==> config.mk <==
export PLATFORM = sky130hd
export DESIGN_NAME = next_pc_ctrl
export DESIGN_NICKNAME = d
export VERILOG_FILES = /design/src/rtl/cpu_types_pkg.sv /design/src/rtl/pc_target_calc.sv /design/src/rtl/next_pc_ctrl.sv
export SDC_FILE = /design/constraint.sdc
export NUM_CORES = 1
export LEC_CHECK = 0
export CELL_PAD_IN_SITES_DETAIL_PLACEMENT = 0
export CELL_PAD_IN_SITES_GLOBAL_PLACEMENT = 2
export CORE_MARGIN = 1.5
export CORE_UTILIZATION = 29
export DETAILED_ROUTE_END_ITERATION = 7
export HOLD_SLACK_MARGIN = 0.12
export PLACE_DENSITY = 0.9
export SYNTH_ARGS = -nofsm -noshare
export SYNTH_HDL_FRONTEND = slang
export SYNTH_SLANG_ARGS = --single-unit
==> constraint.sdc <==
create_clock -name CLK -period 5.95 [get_ports CLK]
set_clock_uncertainty 0.1 [all_clocks]
set_input_delay 1.19 -clock CLK [delete_from_list [all_inputs] [get_ports CLK]]
set_output_delay 1.19 -clock CLK [all_outputs]
set_load 0.01 [all_outputs]
==> src/rtl/cpu_types_pkg.sv <==
// Shared CPU types: machine word, next-PC controller states and target selects.
package cpu_types_pkg;

  typedef logic [31:0] word_t;

  // Default byte increment for sequential instruction fetch.
  localparam int unsigned PC_STRIDE_DEF = 4;

  // Next-PC controller states.
  typedef enum logic [1:0] {
    STARTUP = 2'd0,
    RUN     = 2'd1,
    HOLD    = 2'd2,
    HALTED  = 2'd3
  } npc_state_t;

  // Which target the calculator produces.
  typedef enum logic [1:0] {
    SEL_SEQ = 2'd0,
    SEL_BR  = 2'd1,
    SEL_J   = 2'd2,
    SEL_JR  = 2'd3
  } npc_sel_t;

endpackage

==> src/rtl/pc_target_calc.sv <==
// Combinational next-PC target arithmetic; all sums wrap modulo 2^32.
module pc_target_calc
  import cpu_types_pkg::*;
#(
  parameter int unsigned PC_STRIDE = PC_STRIDE_DEF
) (
  input  word_t       count,
  input  logic [15:0] imm16,
  input  logic [25:0] jaddr,
  input  word_t       jr_target,
  input  npc_sel_t    select,
  output word_t       target
);

  word_t w_pc_plus4;
  word_t w_seq;
  word_t w_br_off;

  assign w_pc_plus4 = count + 32'd4;
  assign w_seq      = count + 32'(PC_STRIDE);
  // Word offset, sign-extended and scaled to bytes.
  assign w_br_off   = {{14{imm16[15]}}, imm16, 2'b00};

  // Select the requested target; jr_target passes through untouched.
  always_comb begin
    target = w_seq;
    case (select)
      SEL_SEQ: target = w_seq;
      SEL_BR:  target = w_pc_plus4 + w_br_off;
      SEL_J:   target = {w_pc_plus4[31:28], jaddr, 2'b00};
      SEL_JR:  target = jr_target;
      default: target = w_seq;
    endcase
  end

endmodule

==> src/rtl/next_pc_ctrl.sv <==
// Next-PC controller: decides when the program counter loads and with what.
// countEn/next_count feed the program_counter_if of the PC register.
// Handshake: a fetch completes when iREN=1 and ihit=1 in the same cycle; only
// then is countEn raised, so the PC advances exactly once per returned word.
// Redirect pulses seen without ihit are parked in r_target (HOLD) until ihit.
module next_pc_ctrl
  import cpu_types_pkg::*;
#(
  parameter int unsigned STARTUP_CYCLES = 1,
  parameter int unsigned PC_STRIDE      = PC_STRIDE_DEF
) (
  input  logic        CLK,
  input  logic        nRST,
  input  word_t       count,
  input  logic        ihit,
  input  logic        branch_taken,
  input  logic [15:0] imm16,
  input  logic        jump,
  input  logic [25:0] jaddr,
  input  logic        jr,
  input  word_t       jr_target,
  input  logic        halt,
  output logic        countEn,
  output word_t       next_count,
  output logic        iREN,
  output logic        halted,
  output logic        redirect_pending,
  output npc_state_t  o_dbg_state
);

  npc_state_t r_state, w_state_nxt;
  word_t      r_target, w_target_nxt;
  word_t      r_start_cnt, w_start_cnt_nxt;

  npc_sel_t   w_sel;
  word_t      w_target;
  logic       w_redirect;

  assign w_redirect = jr | jump | branch_taken;

  // Redirect priority jr > jump > branch; outside RUN/HOLD only sequential.
  always_comb begin
    w_sel = SEL_SEQ;
    if (r_state == RUN || r_state == HOLD) begin
      if (jr)                w_sel = SEL_JR;
      else if (jump)         w_sel = SEL_J;
      else if (branch_taken) w_sel = SEL_BR;
    end
  end

  pc_target_calc #(
    .PC_STRIDE (PC_STRIDE)
  ) u_calc (
    .count     (count),
    .imm16     (imm16),
    .jaddr     (jaddr),
    .jr_target (jr_target),
    .select    (w_sel),
    .target    (w_target)
  );

  // State, latched redirect target and startup counter.
  always_ff @(posedge CLK or negedge nRST) begin
    if (!nRST) begin
      r_state     <= STARTUP;
      r_target    <= '0;
      r_start_cnt <= '0;
    end else begin
      r_state     <= w_state_nxt;
      r_target    <= w_target_nxt;
      r_start_cnt <= w_start_cnt_nxt;
    end
  end

  // Next state and fetch outputs; halt beats any redirect or ihit.
  always_comb begin
    w_state_nxt     = r_state;
    w_target_nxt    = r_target;
    w_start_cnt_nxt = r_start_cnt;
    countEn         = 1'b0;
    next_count      = w_target;
    case (r_state)
      STARTUP: begin
        if ((r_start_cnt + 32'd1) >= 32'(STARTUP_CYCLES)) w_state_nxt = RUN;
        else w_start_cnt_nxt = r_start_cnt + 32'd1;
      end
      RUN: begin
        if (halt) begin
          w_state_nxt  = HALTED;
          w_target_nxt = '0;
        end else if (ihit) begin
          countEn = 1'b1;
        end else if (w_redirect) begin
          w_target_nxt = w_target;
          w_state_nxt  = HOLD;
        end
      end
      HOLD: begin
        next_count = r_target;
        if (halt) begin
          w_state_nxt  = HALTED;
          w_target_nxt = '0;
        end else if (w_redirect) begin
          // Newest redirect replaces the parked one.
          if (ihit) begin
            countEn      = 1'b1;
            next_count   = w_target;
            w_state_nxt  = RUN;
            w_target_nxt = '0;
          end else begin
            w_target_nxt = w_target;
          end
        end else if (ihit) begin
          countEn      = 1'b1;
          w_state_nxt  = RUN;
          w_target_nxt = '0;
        end
      end
      HALTED: begin
        w_state_nxt = HALTED;
      end
      default: begin
        w_state_nxt  = STARTUP;
        w_target_nxt = '0;
      end
    endcase
  end

  assign iREN             = (r_state == RUN) || (r_state == HOLD);
  assign halted           = (r_state == HALTED);
  assign redirect_pending = (r_state == HOLD);
  assign o_dbg_state      = r_state;

endmodule

Word level (Yosys, flattened, before mapping)
Cells that the tools add are included.
{"block": "totals", "ff_bits": 66, "latchBits": 0, "ramBits": 0, "romBits": 0, "input_bits": 113, "out_inout_bits": 38, "memories": 0}
{"block": "op_classes", "n_addsub": 3, "mul": 0, "n_div": 0, "n_lt_le_gt_ge": 1, "eq_ne": 11, "n_shift": 0, "muxes": 27, "bitwise_logic": 3, "n_reduce_logical": 8}
{"cell": "32-bit two-way mux", "n": 11}
{"cell": "32-bit case mux with 4 select lines", "n": 1}
{"cell": "32-bit case mux with 2 select lines", "n": 1}
{"cell": "32-bit by 1-bit adder with 32-bit output (second input constant)", "n": 1}
{"cell": "32-bit by 3-bit adder with 32-bit output (second input constant)", "n": 1}
{"cell": "32-bit adder", "n": 1}
{"cell": "32-bit by 1-bit greater-or-equal comparator with 1-bit output (second input constant)", "n": 1}
{"cell": "2-bit two-way mux", "n": 9}
{"cell": "3-bit != test (second input constant)", "n": 3}
{"cell": "2-bit equality test (second input constant)", "n": 4}
{"cell": "2-bit case mux with 4 select lines", "n": 1}
{"cell": "4-bit AND reduction", "n": 2}
{"cell": "2-bit by 1-bit equality test with 1-bit output (second input constant)", "n": 2}
{"cell": "2-bit zero test", "n": 2}
{"cell": "1-bit two-way mux", "n": 4}
{"cell": "4-bit by 3-bit != test with 1-bit output (second input constant)", "n": 1}
{"cell": "2-bit != test (second input constant)", "n": 1}
{"cell": "1-bit bitwise OR", "n": 2}
{"cell": "2-bit AND reduction", "n": 1}
{"cell": "2-bit nonzero test", "n": 1}
{"cell": "2-bit OR reduction", "n": 1}
{"cell": "1-bit logical OR", "n": 1}
{"cell": "1-bit inverter", "n": 1}

Logic depth before layout (Yosys ltp)
Gate-level depths: netlist (run 1).
{"block": "depth", "word_depth": 10, "ltp_mapped": 16}

Modules after synthesis
From an unflattened synthesis (run 1), not the netlist that was laid out.
{"block": "unflattened", "cells_unflattened": 679, "hier_area_um2": 6373.6}
{"mod": "next_pc_ctrl", "instances": 1, "cells_each": 319, "area_per_inst_um2": 3498.4, "seq_area_each_um2": 1651.6}
{"mod": "pc_target_calc", "instances": 1, "cells_each": 360, "area_per_inst_um2": 2875.3, "seq_area_each_um2": 0.0}

Worst setup path after synthesis (run 1)
OpenSTA, ideal clock, no wires.
{"block": "synth_path", "kind": "input to output", "startpoint": "input port count[9]", "endpoint": "output port next_count[30]", "t_arrival_ns": 4.346, "required_time_ns": 4.660, "slack_ns": 0.314, "cell_stages": 16, "path_cell_list": "nand4_1 -> or3_1 -> clkbuf_1 -> nor3_1 -> nand2_1 -> xnor2_1 -> ha_1 -> a21o_1 -> a21o_1 -> a21oi_1 -> o21ai_0 -> a221o_1 -> a31oi_1 -> xnor2_1 -> a222oi_1 -> a21oi_1"}
{"block": "synth_between", "elab_chain_len": 7}
{"element": "from (decl)", "line": "next_pc_ctrl.sv:14", "source": "input word_t count,"}
{"element": "32-bit by 3-bit adder with 32-bit output (*)", "line": "pc_target_calc.sv:19, pc_target_calc.sv:20"}
{"element": "32-bit adder", "line": "pc_target_calc.sv:29", "source": "SEL_BR: target = w_pc_plus4 + w_br_off;"}
{"element": "32-bit case mux with 4 select lines (*)", "line": "pc_target_calc.sv:27", "source": "case (select)"}
{"element": "32-bit two-way mux", "line": "next_pc_ctrl.sv:105", "source": "if (ihit) begin"}
{"element": "32-bit two-way mux", "line": "next_pc_ctrl.sv:103", "source": "end else if (w_redirect) begin"}
{"element": "32-bit two-way mux", "line": "next_pc_ctrl.sv:100", "source": "if (halt) begin"}
{"element": "32-bit two-way mux (*)", "line": "next_pc_ctrl.sv:82", "source": "case (r_state)"}
{"element": "to (decl)", "line": "next_pc_ctrl.sv:24", "source": "output word_t next_count,"}
Every way passes the cells marked *; elsewhere a longest branch is shown, timed or not.

Final worst setup path (run 1)
{"block": "layout_path", "startpoint": "input port count[9]", "endpoint": "output port next_count[28]"}
Same word-level chain as after synthesis.

==> flow_summary.yaml, run 1 <==
cells_and_area:
  final_nets: 1277
  final_util_pct: 49.54
  drive_gt1_share_pct: 32.24
  num_antenna_cells: 0
  area_growth_pct: 66.75
  final_cells: 1398
sta:
  post-route-period-util_pct: 101.5
  rsz0062_at_grt: "yes"
  finalMaxSlewViolations: 0
  fmax_mhz: 165.6
  fin_ws_ps: -89.33
  fin_crit_ps: 6039
  slew_headroom_pct: 21.38
  setup_viol: 2
  hold_violations: 0
  worst_pin_slew_ps: 1177
global_route:
  grt.busiest_layer: "met2"
  grt_overflow_total: 0
  use_met1_pct: 28.90
  grt_first_pass_wirelength_microns: 36760
  grt_pass1_vias: 7110
  antenna_found_initial: 0
  met2_usage_pct: 34.11
  grt_use_met3_pct: 3.140
  grt_use_total_pct: 20.88
  grt_max_degree: 67
clock_tree:
  clkTransAtPathRegs_ps: 60
  clockBufferDepth: 2
  root_buffer: "clkbuf_16"
  cts_max_level: 3
  cts_tree: "done"
  clock_sinks: 66
  clk_latency_ps: 340
  cts_buffers: 9
route:
  wirelength_microns: 23560
  first_pass_iters: 5
  wl_per_cell_microns: 16.85
  vias_per_cell: 5.182
  dr_total_vias: 7245
  dr.first_iter.drc_count: 514
  drc: 0
  drtAntennaViolNets: 0
placed_design:
  placed_cells: 1342
  place_ws_ps: -925.2
  routabilityCongestion: 0.9551
  dp_hpwl_microns: 17520
  io_buffer_count: 150
floorplan:
  die_area_sq_um: 22490
  die_width_microns: 150.0
  row_count: 53
  start_util_pct: 29.71
  fp.dieH_microns: 150.0
  fp.coreArea_sq_um: 21090
  io_pins: 151
logic_synthesis:
  synthArstFlopShare_pct: 100.0
  synth_area_per_cell_sq_um: 7.991
  synth_seq_cells: 66
  synth_edf_count: 0
  syn-num-nets: 942
  ys_types: 68
  yosys_warnings: 0
  synth.cell_area_sq_um: 6265
  syn_inst: 784
  synthFlopType: "dfrtp_1"
  ys_seq_area_share_pct: 26.36
setup_path:
  critPathKind: "in -> out"
  cp_data_arrival_time_ps: 4750
  worst_ep_required_time_ps: 4660
  crit_path_start_kind: "input port"
  r2r_end: "r_start_cnt[7]"
  reg2reg_from: "r_start_cnt[0]"
  critPathMaxFanout: 4
  r2r_cells: 10
  cp-end-kind: "output port"
  rrSetupSlack_ps: 2120
power:
  p_leak_uw: 0.004675
  peakVddDrop_uv: 200.7
  power_density_nw_per_um2: 340.5
hold_path:
  hold_start: "r_target[28]"
  hold_class: "reg -> reg"
  min_to: "r_target[28]"
  hold_depth: 2
job:
  maxCapViolCount: 0
outcome:
  status: "complete, but fails checks"
  violations: "setup timing"
cell type report:
| class | instances | area [sq um] |
|---|---|---|
| Clock buffer | 10 | 239.0 |
| Clock inverter | 5 | 55.05 |
| Fill cell | 2032 | 10640 |
| Inverter | 17 | 63.81 |
| Multi-Input combinational cell | 664 | 5020 |
| Sequential cell | 66 | 1652 |
| Tap cell | 275 | 344.1 |
| Timing Repair Buffer | 361 | 3073 |
what timing repair did:
action / 4_1_cts / 5_1_grt
hold buffers: 0 / 0
resized for setup: 177 / 64
pin swaps: 69 / 53
endpoints found under the setup margin: 22 / 20
endpoints found under the hold margin: 0 / 0
buffers inserted: 33 / 8
layer usage:
metal | vias up | routed length (microns)
li1 | 3589 | -
met1 | 3395 | 11180
met2 | 229 | 10850
met3 | 32 | 1202
met4 | 0 | 325
met5 | - | 0
kinds of logic after synthesis:
group	Yosys count	synth area share (%)
AND/OR/NAND/NOR	312	24.89
XOR/XNOR	53	7.410
buffers and inverters	54	3.415
adder cells (fa/ha/maj)	45	9.107
multiplexers	13	2.237
flip-flops	66	26.36
AO/OA/AOI/OAI	241	26.58
worst max-delay path by stage:
stage / endpoint / depth (start not counted) / start / slack [ps]
2_1_floorplan: next_count[30] / 16 / count[9] / 310
5_1_grt: next_count[30] / 18 / count[9] / -190
6_report: next_count[28] / 20 / count[9] / -90
3_5_place_dp: next_count[31] / 15 / count[9] / -930
4_1_cts: next_count[30] / 18 / count[9] / -10
3_3_place_gp: next_count[31] / 15 / count[9] / -920
layout by cell type, fill, tap and decap left out, types with 7 or more instances in the layout:
cell,count
o21a_1,7
and2_1,10
a22oi_1,9
inv_1,17
buf_4,199
nand4_1,13
clkbuf_16,9
a221o_1,10
ha_1,36
a21o_1,15
a22o_1,10
nor2_1,49
and3_1,8
xor2_1,15
a21oi_1,27
buf_2,8
xnor2_1,24
a221oi_1,7
dlygate4sd2_1,7
nand2b_1,9
a222oi_1,9
dfrtp_1,66
clkbuf_2,7
nand2_2,9
buf_6,15
nor2b_1,29
clkdlybuf4s50_1,111
nand3_1,24
o21ai_0,50
a21oi_2,14
nor3_1,15
xnor2_2,9
nand2_1,89
o31ai_1,10
cells in the mapped netlist, drive strengths merged (10+ instances only):
| library cell | instances | area share (%) |
|---|---|---|
| xnor2 | 34 | 4.8 |
| nand3 | 28 | 2.2 |
| and3 | 11 | 1.1 |
| a21oi | 41 | 3.3 |
| o21ai | 57 | 4.6 |
| o31ai | 11 | 1.3 |
| dfrtp | 66 | 26 |
| nor3 | 20 | 2.0 |
| nor2 | 57 | 3.4 |
| nand2 | 100 | 6.0 |
| clkbuf | 32 | 1.9 |
| a31oi | 10 | 1.0 |
| a21o | 15 | 1.8 |
| a22o | 10 | 1.4 |
| ha | 44 | 8.8 |
| inv | 17 | 1.0 |
| a221o | 10 | 1.6 |
| xor2 | 19 | 2.7 |
| nand4 | 13 | 1.3 |
| nor2b | 29 | 2.9 |
| a22oi | 10 | 1.2 |
| and2 | 10 | 1.0 |
critical path: stages:
cell and delay, ps:
buf_6 70, nand4_1 140, or3_4 440, buf_6 150, nor3_4 200, nand2_2 90
xnor2_2 150, buf_4 150, ha_4 270, nand2_4 60, nor2_4 140, nor4_4 60
o41ai_2 480, buf_4 200, mux2i_1 70, a22o_1 200, a211o_1 280, a22oi_2 180
a21oi_2 80, buf_2 140
report_power, final:
part           leakage [uW]  switching, uW  internal [uW]
clock              0.000140            204            332
combinational       0.00364           1340           1110
sequential         0.000893           43.9            530
total               0.00467           1580           1970
state kept, by name (all words and copies together) (netlist names):
register	count
r_start_cnt	32
o_dbg_state	2
r_target	32
per-stage QoR:
stage                     hold slack [ps]  setup TNS (ps)  cell area, sq um  total power, uW
final                               379.2          -148.5             10450             3557
after global routing                401.5          -488.4             10450             3790
after CTS                           380.9          -11.36             10180             3529
after detailed placement            367.7          -12710              9260             2939
after global placement              361.1          -12570              9260             2943
after floorplan                     348.4               0              6265             1714
Power figures use the tool's default switching activity.
==> run 2: changes to the inputs <==
Settings changed: CTS_CLUSTER_SIZE set to 16.
==> results of run 2 <==
The final DEF is identical to that of run 1; final timing and power are the same.
==> run 3: changes to the inputs <==
Settings changed: CTS_CLUSTER_DIAMETER set to 30, SKIP_CTS_REPAIR_TIMING set to 1.
==> run 3 against run 2 <==
Effect of this change: fmax grew 1.7%; hold slack is essentially flat; the flow now finishes without violations; combinational power about the same.
==> flow_summary.yaml, run 3 (synthesis results as in run 1) <==
cells_and_area:
  fillers: 2040
  multi_input_area_sq_um: 4989
  stdcell_area_sq_um: 10290
  mostFrequentLayoutCell: "buf_4"
  num_antenna_cells: 0
  layout.area.seq_sq_um: 1652
  final_util_pct: 48.80
  final_cell_mix: "buf_4 (172), clkdlybuf4s50_1 (112), nand2_1 (93)"
  final_nets: 1247
  area_growth_pct: 64.25
  drive_gt1_share_pct: 28.36
  final_cells: 1368
setup_path:
  cp-end-kind: "output port"
  critPathMaxFanout: 4
  rrSetupSlack_ps: 2130
  critPathKind: "in -> out"
  r2r_end: "r_start_cnt[7]"
  r2r_cells: 10
  reg2reg_from: "r_start_cnt[0]"
  worst_ep_required_time_ps: 4660
  startpoint: "count[10]"
  cp_data_arrival_time_ps: 4650
  crit_path_start_kind: "input port"
  worstSetupEndpoint: "next_count[30]"
global_route:
  grt_max_degree: 67
  grt_pass1_vias: 6737
  grt_use_total_pct: 19.91
  grt_first_pass_wirelength_microns: 34950
  grt_overflow_total: 0
  antenna_found_initial: 0
clock_tree:
  clockBufferDepth: 2
  clkTransAtPathRegs_ps: 60
  cts_buffers: 9
  cts_tree: "done"
  clk_latency_ps: 340
  clock_sinks: 66
  root_buffer: "clkbuf_16"
  cts_max_level: 3
sta:
  finalMaxSlewViolations: 0
  slew_headroom_pct: 24.43
  hold_violations: 0
  fin_ws_ps: 13.95
  rsz0062_at_grt: "yes"
  post-route-period-util_pct: 99.77
  worst_pin_slew_ps: 1131
  setup_viol: 0
  fin_crit_ps: 5936
  setup_tns_ps: 0
  fmax_mhz: 168.5
placed_design:
  routabilityCongestion: 0.9551
  io_buffer_count: 150
  place_ws_ps: -925.2
  dp_hpwl_microns: 17520
  placed_area_sq_um: 9260
  placed_cells: 1342
floorplan:
  die_area_sq_um: 22490
  fp.dieH_microns: 150.0
  row_count: 53
  die_width_microns: 150.0
  start_util_pct: 29.71
  fp.coreArea_sq_um: 21090
  io_pins: 151
route:
  drc: 0
  drtAntennaViolNets: 0
  dr.first_iter.drc_count: 419
  vias_per_cell: 5.155
  dr_total_vias: 7052
  wl_per_cell_microns: 16.68
  first_pass_iters: 5
  wirelength_microns: 22830
power:
  swShare_pct: 44.41
  p_int_uw: 1961
  p_seq_share_pct: 16.3
  comb_power_share_pct: 68.5
  switchingPower_uw: 1567
  power_density_nw_per_um2: 342.8
  p_leak_uw: 0.004766
  p_clk_share_pct: 15.2
  peakVddDrop_uv: 200.0
hold_path:
  hold_start: "r_target[28]"
  hold_class: "reg -> reg"
job:
  maxCapViolCount: 0
outcome:
  status: "finished, final reports clean"
## run 3: critical path, cell delays in order
cell      delay (ps)
buf_6             70
nand4_1          130
or3_4            470
buf_6            150
nor3_4           140
nand2_2           80
xnor2_2          200
ha_1             270
a21o_1           200
a21o_1           170
a21oi_2          120
o21ai_1           80
a221o_1          370
a31oi_4          180
xnor2_1           90
a222oi_1         430
a21oi_1          120
buf_2            160
## run 3: worst min-delay path by stage
stage	endpoint	cells past startpoint
detailed placement	r_target[10]	2
global route	r_target[2]	2
global placement	r_target[27]	2
finish	r_target[28]	2
CTS	r_target[10]	2
floorplan	r_target[10]	2
## run 3: area by class of cell
class	count	share of cell area, %
flip-flops and latches	66	16.05
clock buffers	10	2.322
clock inverters	5	0.5350
well taps	275	3.344
repair buffers	331	28.65
inverters	17	0.6201
multi-input cells	664	48.48
## run 3: routing by layer
layer	vias up	GRT usage, %	wire length, microns
met4	0	4.314	264
met5	-	0	0
met1	3298	27.84	10870
li1	3528	-	-
met3	20	3.841	1322
met2	206	31.58	10370
## run 3: power groups by stage
stage	clock network (uW)	logic [uW]	registers, uW
after floorplan	0	1140	572
after global placement	0	2370	577
after detailed placement	0	2360	578
after CTS	548	2370	574
after global routing	566	2610	582
final	537	2420	573
## run 3: stage by stage
stage          total power [uW]  hold slack, ps
5_1_grt                    3760           401.5
6_report                   3527           379.6
3_3_place_gp               2943           361.1
4_1_cts                    3493           380.9
2_1_floorplan              1714           348.4
3_5_place_dp               2939           367.7
==> variant 1 (settings of run 3) <==
Add an input register stage for `jr`, cleared by the reset; this delays it by one clock. The other inputs are not delayed to match.
--- a/src/rtl/next_pc_ctrl.sv
+++ b/src/rtl/next_pc_ctrl.sv
@@ -28,6 +28,16 @@
   output npc_state_t  o_dbg_state
 );
 
+  logic jr_q;
+
+  always_ff @(posedge CLK or negedge nRST) begin
+    if (!nRST) begin
+      jr_q <= '0;
+    end else begin
+      jr_q <= jr;
+    end
+  end
+
   npc_state_t r_state, w_state_nxt;
   word_t      r_target, w_target_nxt;
   word_t      r_start_cnt, w_start_cnt_nxt;
@@ -36,13 +46,13 @@
   word_t      w_target;
   logic       w_redirect;
 
-  assign w_redirect = jr | jump | branch_taken;
+  assign w_redirect = jr_q | jump | branch_taken;
 
   // Redirect priority jr > jump > branch; outside RUN/HOLD only sequential.
   always_comb begin
     w_sel = SEL_SEQ;
     if (r_state == RUN || r_state == HOLD) begin
-      if (jr)                w_sel = SEL_JR;
+      if (jr_q)                w_sel = SEL_JR;
       else if (jump)         w_sel = SEL_J;
       else if (branch_taken) w_sel = SEL_BR;
     end
Check against the original RTL: not equivalent (Yosys sat finds a counterexample within 4 cycles, from zero or initial values and one cycle with nRST low).
==> variant 1 against run 3 <==
- cell area grew 0.98%
- count of clock-buffer cells in the layout increased by 1
- wire length grew 5.9%
- sequential cell count is 1 higher
- sequential power increased by 2%
- total power rose by 2.6%
- critical endpoint unchanged
- area after synthesis up 4.8%
- critical path type unchanged
- highest routed layer unchanged
- setup slack improved by 100 ps
- largest power group unchanged
==> variant 1: results (changes against run 3) <==
global-route usage over all layers: 0.2026 (was 0.1991)
Worst Hold Path EP: r_target[0] (was r_target[28])
status: finished clean (unchanged)
Pleak: 0.004918 uW (was 0.004766 uW)
drt total wl: 24180 um (was 22830 um)
largest net degree at the start of global routing: 68 (was 67)
CTS buffer count: 9 (unchanged)
CP max stage delay: 480 ps
Netlist cell types: 68 (unchanged)
first-pass GRT wire length: 37940 um (was 34950 um)
Synth Area in Compound Gates: 0.2723 (was 0.2658)
Detail Placement HPWL: 19020 um (was 17520 um)
family with the most delay on the worst path: simple AND/OR/NAND/NOR gates (was compound AO/OA/AOI/OAI gates)
Async SR Flop Fraction: 1.000 (unchanged)
largest cells by area after synthesis: dfrtp_1, ha_1, nand2_1 (unchanged)
reg2reg start: r_start_cnt[7] (was r_start_cnt[0])
Mapped Nets: 970 (was 942)
multiplexer share of the synthesized area: 0.02630 (was 0.02237)
CP Max Fanout: 7 (was 4)
RR Endpoint: r_start_cnt[1] (was r_start_cnt[7])
vias in the first global route: 7119 (was 6737)
fin nets: 1271 (was 1247)
maximum vdd ir drop: 0.0001917 V (was 0.0002000 V)
Worst Tran Pin Value: 962.5 ps (was 1131 ps)
Hold Crit Depth: 2 (unchanged)
share of post-route cells with drive strength above 1: 0.2540 (was 0.2836)
worst hold start: r_target[0] (was r_target[28])
Post-Synth XOR/XNOR Area: 0.07336 (was 0.07410)
port bufs: 150 (unchanged)
Antenna Cells: 0 (unchanged)
placed cell area: 0.009557 mm2 (was 0.009260 mm2)
worst reg2reg path depth: 8 (was 10)
Worst-Skew Late Latency: 330 ps
min-delay worst type: reg -> reg (unchanged)
share of the yosys chip area belonging to registers: 0.2553 (was 0.2636)
initial antenna violation count: 0 (unchanged)
CP max stage cell: or4_1 (was or3_4)
drt first pass iters: 5 (unchanged)
most instantiated cells after synthesis: nand2_1, dfrtp_1, nor2_1 (unchanged)
YS warnings: 0 (unchanged)
Via density: 5.263 (was 5.155)
CP arrival: 4540 ps (was 4650 ps)
RD Place Congestion: 0.9201 (was 0.9551)
R2R setup slack: 2580 ps (was 2130 ps)
1st-iter DRT viols: 534 (was 419)
Post-Synth Adder-Cell Area: 0.08689 (was 0.09107)
## variant 1: cell count changes after synthesis, moves of 5 or more
cell and change:
and3_1 +5, o21ai_0 -13, and2_1 +29, xor2_1 +5
a21o_1 +10, nand3_1 +10, nor4_1 -5, a21oi_1 +10
nor2b_1 -28, a22o_1 +5, nand2_1 -19
## variant 1: cell families (layout without fill, tap and decap cells)
group | after synthesis | after routing
AOI/OAI and AO/OA | 254 | 254
muxes | 16 | 16
xor gates and xnor gates | 55 | 55
DFF | 67 | 67
adders and majority gates | 45 | 45
and+or+nand+nor | 317 | 317
buffers and inverters | 58 | 364
## variant 1: worst max-delay path by stage
stage	from	end	slack, ps
floorplan	count[5]	next_count[30]	510
global placement	count[5]	next_count[31]	-640
detailed placement	count[5]	next_count[31]	-660
CTS	count[13]	next_count[31]	-680
global route	count[2]	next_count[30]	-20
finish	count[6]	next_count[30]	120
## variant 1: report_power, final
part	total (uW)	switching [uW]	leakage (uW)	internal, uW
Clock	528	195	0.000145	333
Combinational	2500	1370	0.00387	1130
Sequential	586	45.3	0.000904	541
## variant 1: layer usage
metal	routed length, um	GRT usage
met2	11310	0.3301
met1	11760	0.2899
met3	944	0.02467
met4	172	0.03560
met5	0	0
## variant 1: layout make-up
type	count	area [um2]
clock buffers	11	242.7
clock inverters	5	52.55
fillers	2162	11630
inverters	21	78.83
multi-input cells	687	5077
flip-flops and latches	67	1677
well taps	280	350.3
repair buffers	327	2913
## variant 1: tightest hold or removal path, stage by stage (launching register included)
cell and delay, ps:
dfrtp_1 340, nand2_1 40, o21ai_0 60
## variant 1: stage by stage
step                      utilization  setup WS (ps)  total power (uW)  std cells  hold slack [ps]
after floorplan                     -          507.5              1804        812            348.4
after global placement         0.4339         -642.0              3057       1374            359.4
after detailed placement       0.4339         -657.1              3060       1374            367.0
after CTS                      0.4473         -675.6              3601       1390            380.4
after global routing           0.4718         -15.59              3847       1398            405.8
final                          0.4718          117.7              3618       1398            377.6
==> variant 2 (settings of run 3) <==
Made on the original files. Make the reset (`nRST`) synchronous in one clocked block.
--- a/src/rtl/next_pc_ctrl.sv
+++ b/src/rtl/next_pc_ctrl.sv
@@ -60,7 +60,7 @@
   );
 
   // State, latched redirect target and startup counter.
-  always_ff @(posedge CLK or negedge nRST) begin
+  always_ff @(posedge CLK) begin
     if (!nRST) begin
       r_state     <= STARTUP;
       r_target    <= '0;
Function: differs if nRST is asserted again (counterexample within 4 cycles, from zero or initial values and one cycle with nRST low); with nRST held inactive, the same outputs for 4 cycles.
==> variant 2 against run 3 <==
- the flow now finishes with violations (setup timing)
- wire length is 4.0% higher
- area after synthesis rose by 0.14%
- critical path depth fell by 3
- cell area is 1.8% lower
- sequential cell count is the same
- sequential share of layout area down 3.0 points
- maximum frequency fell by 0.37%
- via count grew 2.7%
- setup slack got worse by 22 ps
- total power shrank 30%
- utilization decreased by 1.0 points
- final cell count is 2.8% higher
- largest power group unchanged
==> variant 2: results (changes against run 3) <==
global-route usage over all layers: 0.2080 (was 0.1991)
share of post-route cells with drive strength above 1: 0.2538 (was 0.2836)
CP arrival: 4670 ps (was 4650 ps)
max layer used: met4 (unchanged)
Post-Syn Area per Cell: 7.513 um2 (was 7.991 um2)
Hold Crit Depth: 2 (unchanged)
Primary FF master, synth: dfxtp_1 (was dfrtp_1)
Mapped Nets: 993 (was 942)
reg2reg start: o_dbg_state[1] (was r_start_cnt[0])
first-pass GRT wire length: 36400 um (was 34950 um)
Async SR Flop Fraction: 0 (was 1.000)
placed cell area: 0.009248 mm2 (was 0.009260 mm2)
Via density: 5.151 (was 5.155)
Worst-Skew Late Latency: 330 ps
via count: 7243 (was 7052)
GR met1 Demand/Resource: 0.2842 (was 0.2784)
violated checks: setup timing
Setup TNS: -8.252 ps (was 0 ps)
R2R setup slack: 2400 ps (was 2130 ps)
die area: 0.02252 mm2 (was 0.02249 mm2)
vias in the first global route: 6925 (was 6737)
CP Max Fanout: 3 (was 4)
worst hold start: r_target[24] (was r_target[28])
maximum vdd ir drop: 0.0001182 V (was 0.0002000 V)
Pleak: 0.004351 uW (was 0.004766 uW)
Placed Instances: 1384 (was 1342)
Longest Clk Path Bufs: 2 (unchanged)
Netlist cell types: 69 (was 68)
Worst Hold Path EP: r_target[24] (was r_target[28])
M3 GR Usage: 0.03720 (was 0.03841)
Detail Placement HPWL: 18590 um (was 17520 um)
RD Place Congestion: 0.8804 (was 0.9551)
status: complete, but fails checks (was finished clean)
sw frac: 0.3883 (was 0.4441)
RR Endpoint: r_target[28] (was r_start_cnt[7])
share of the yosys chip area belonging to registers: 0.2106 (was 0.2636)
PnR worst setup slack: -8.252 ps (was 13.95 ps)
Worst Hold Slack: 352.1 ps (was 379.6 ps)
met2 usage: 0.3365 (was 0.3158)
CP max stage delay: 530 ps (was 470 ps)
met1 wire length: 11250 um (was 10870 um)
setup slack at placement: -688.6 ps (was -925.2 ps)
most instantiated cells after synthesis: nand2_1, dfxtp_1, nor2_1, o21ai_0 (was nand2_1, dfrtp_1, nor2_1)
Max transition margin: 0.3521 (was 0.2443)
CP max stage cell: clkdlybuf4s50_1 (was or3_4)
routed wl met2: 10970 um (was 10370 um)
wire length per cell: 16.88 um (was 16.68 um)
Crit. Startpoint: count[17] (was count[10])
endpoints failing setup: 1 (was 0)
fin nets: 1284 (was 1247)
1st-iter DRT viols: 407 (was 419)
Detail Route met3 WL: 1107 um (was 1322 um)
largest net degree at the start of global routing: 31 (was 67)
worst reg2reg path depth: 9 (was 10)
largest cells by area after synthesis: dfxtp_1, ha_1, nand2_1 (was dfrtp_1, ha_1, nand2_1)
-- variant 2: cell count changes in the layout (fill, tap and decap cells not counted), sizes merged, moves of 7 or more --
cell                  run 3  this run
a21oi                    41        48
inv                      17        24
clkdlybuf4s50           112       119
nand4                    13        34
nor2b                    29         9
dfxtp                     0        66
a211oi                    7        14
and2                     10        49
buf                     189       177
dfrtp                    66         0
nand2                   100        93
-- variant 2: power by group through the flow --
stage          combinational, uW  clock, uW  sequential (uW)
4_1_cts                     1340        604              505
3_5_place_dp                1330          0              513
5_1_grt                     1470        624              511
6_report                    1370        585              505
2_1_floorplan                632          0              510
3_3_place_gp                1340          0              513
-- variant 2: worst max-delay path: cells and delay by family --
kind | cells | cell delay, ps
buffers and inverters | 4 | 1280
AOI/OAI and AO/OA | 4 | 830
xor gates and xnor gates | 2 | 440
adders and majority gates | 1 | 310
and+or+nand+nor | 4 | 610
-- variant 2: cells by family after synthesis --
logic type / synth area share
muxes: 0.01994
DFF: 0.2106
and+or+nand+nor: 0.2752
AOI/OAI and AO/OA: 0.2844
xor gates and xnor gates: 0.07818
buffers and inverters: 0.04069
adders and majority gates: 0.09095
-- variant 2: final cells by class --
| class | count | area [um2] |
|---|---|---|
| clock buffers | 9 | 225.2 |
| clock inverters | 7 | 98.84 |
| fillers | 2106 | 11050 |
| inverters | 22 | 82.58 |
| multi-input cells | 702 | 5156 |
| flip-flops and latches | 66 | 1321 |
| well taps | 275 | 344.1 |
| repair buffers | 325 | 2875 |
-- variant 2: worst max-delay path by stage --
stage / slack [ps] / cells after the start / endpoint
floorplan: 480 / 15 / next_count[27]
global placement: -670 / 17 / next_count[29]
detailed placement: -690 / 17 / next_count[29]
CTS: -700 / 17 / next_count[29]
global route: -190 / 15 / next_count[22]
finish: -8 / 15 / next_count[22]
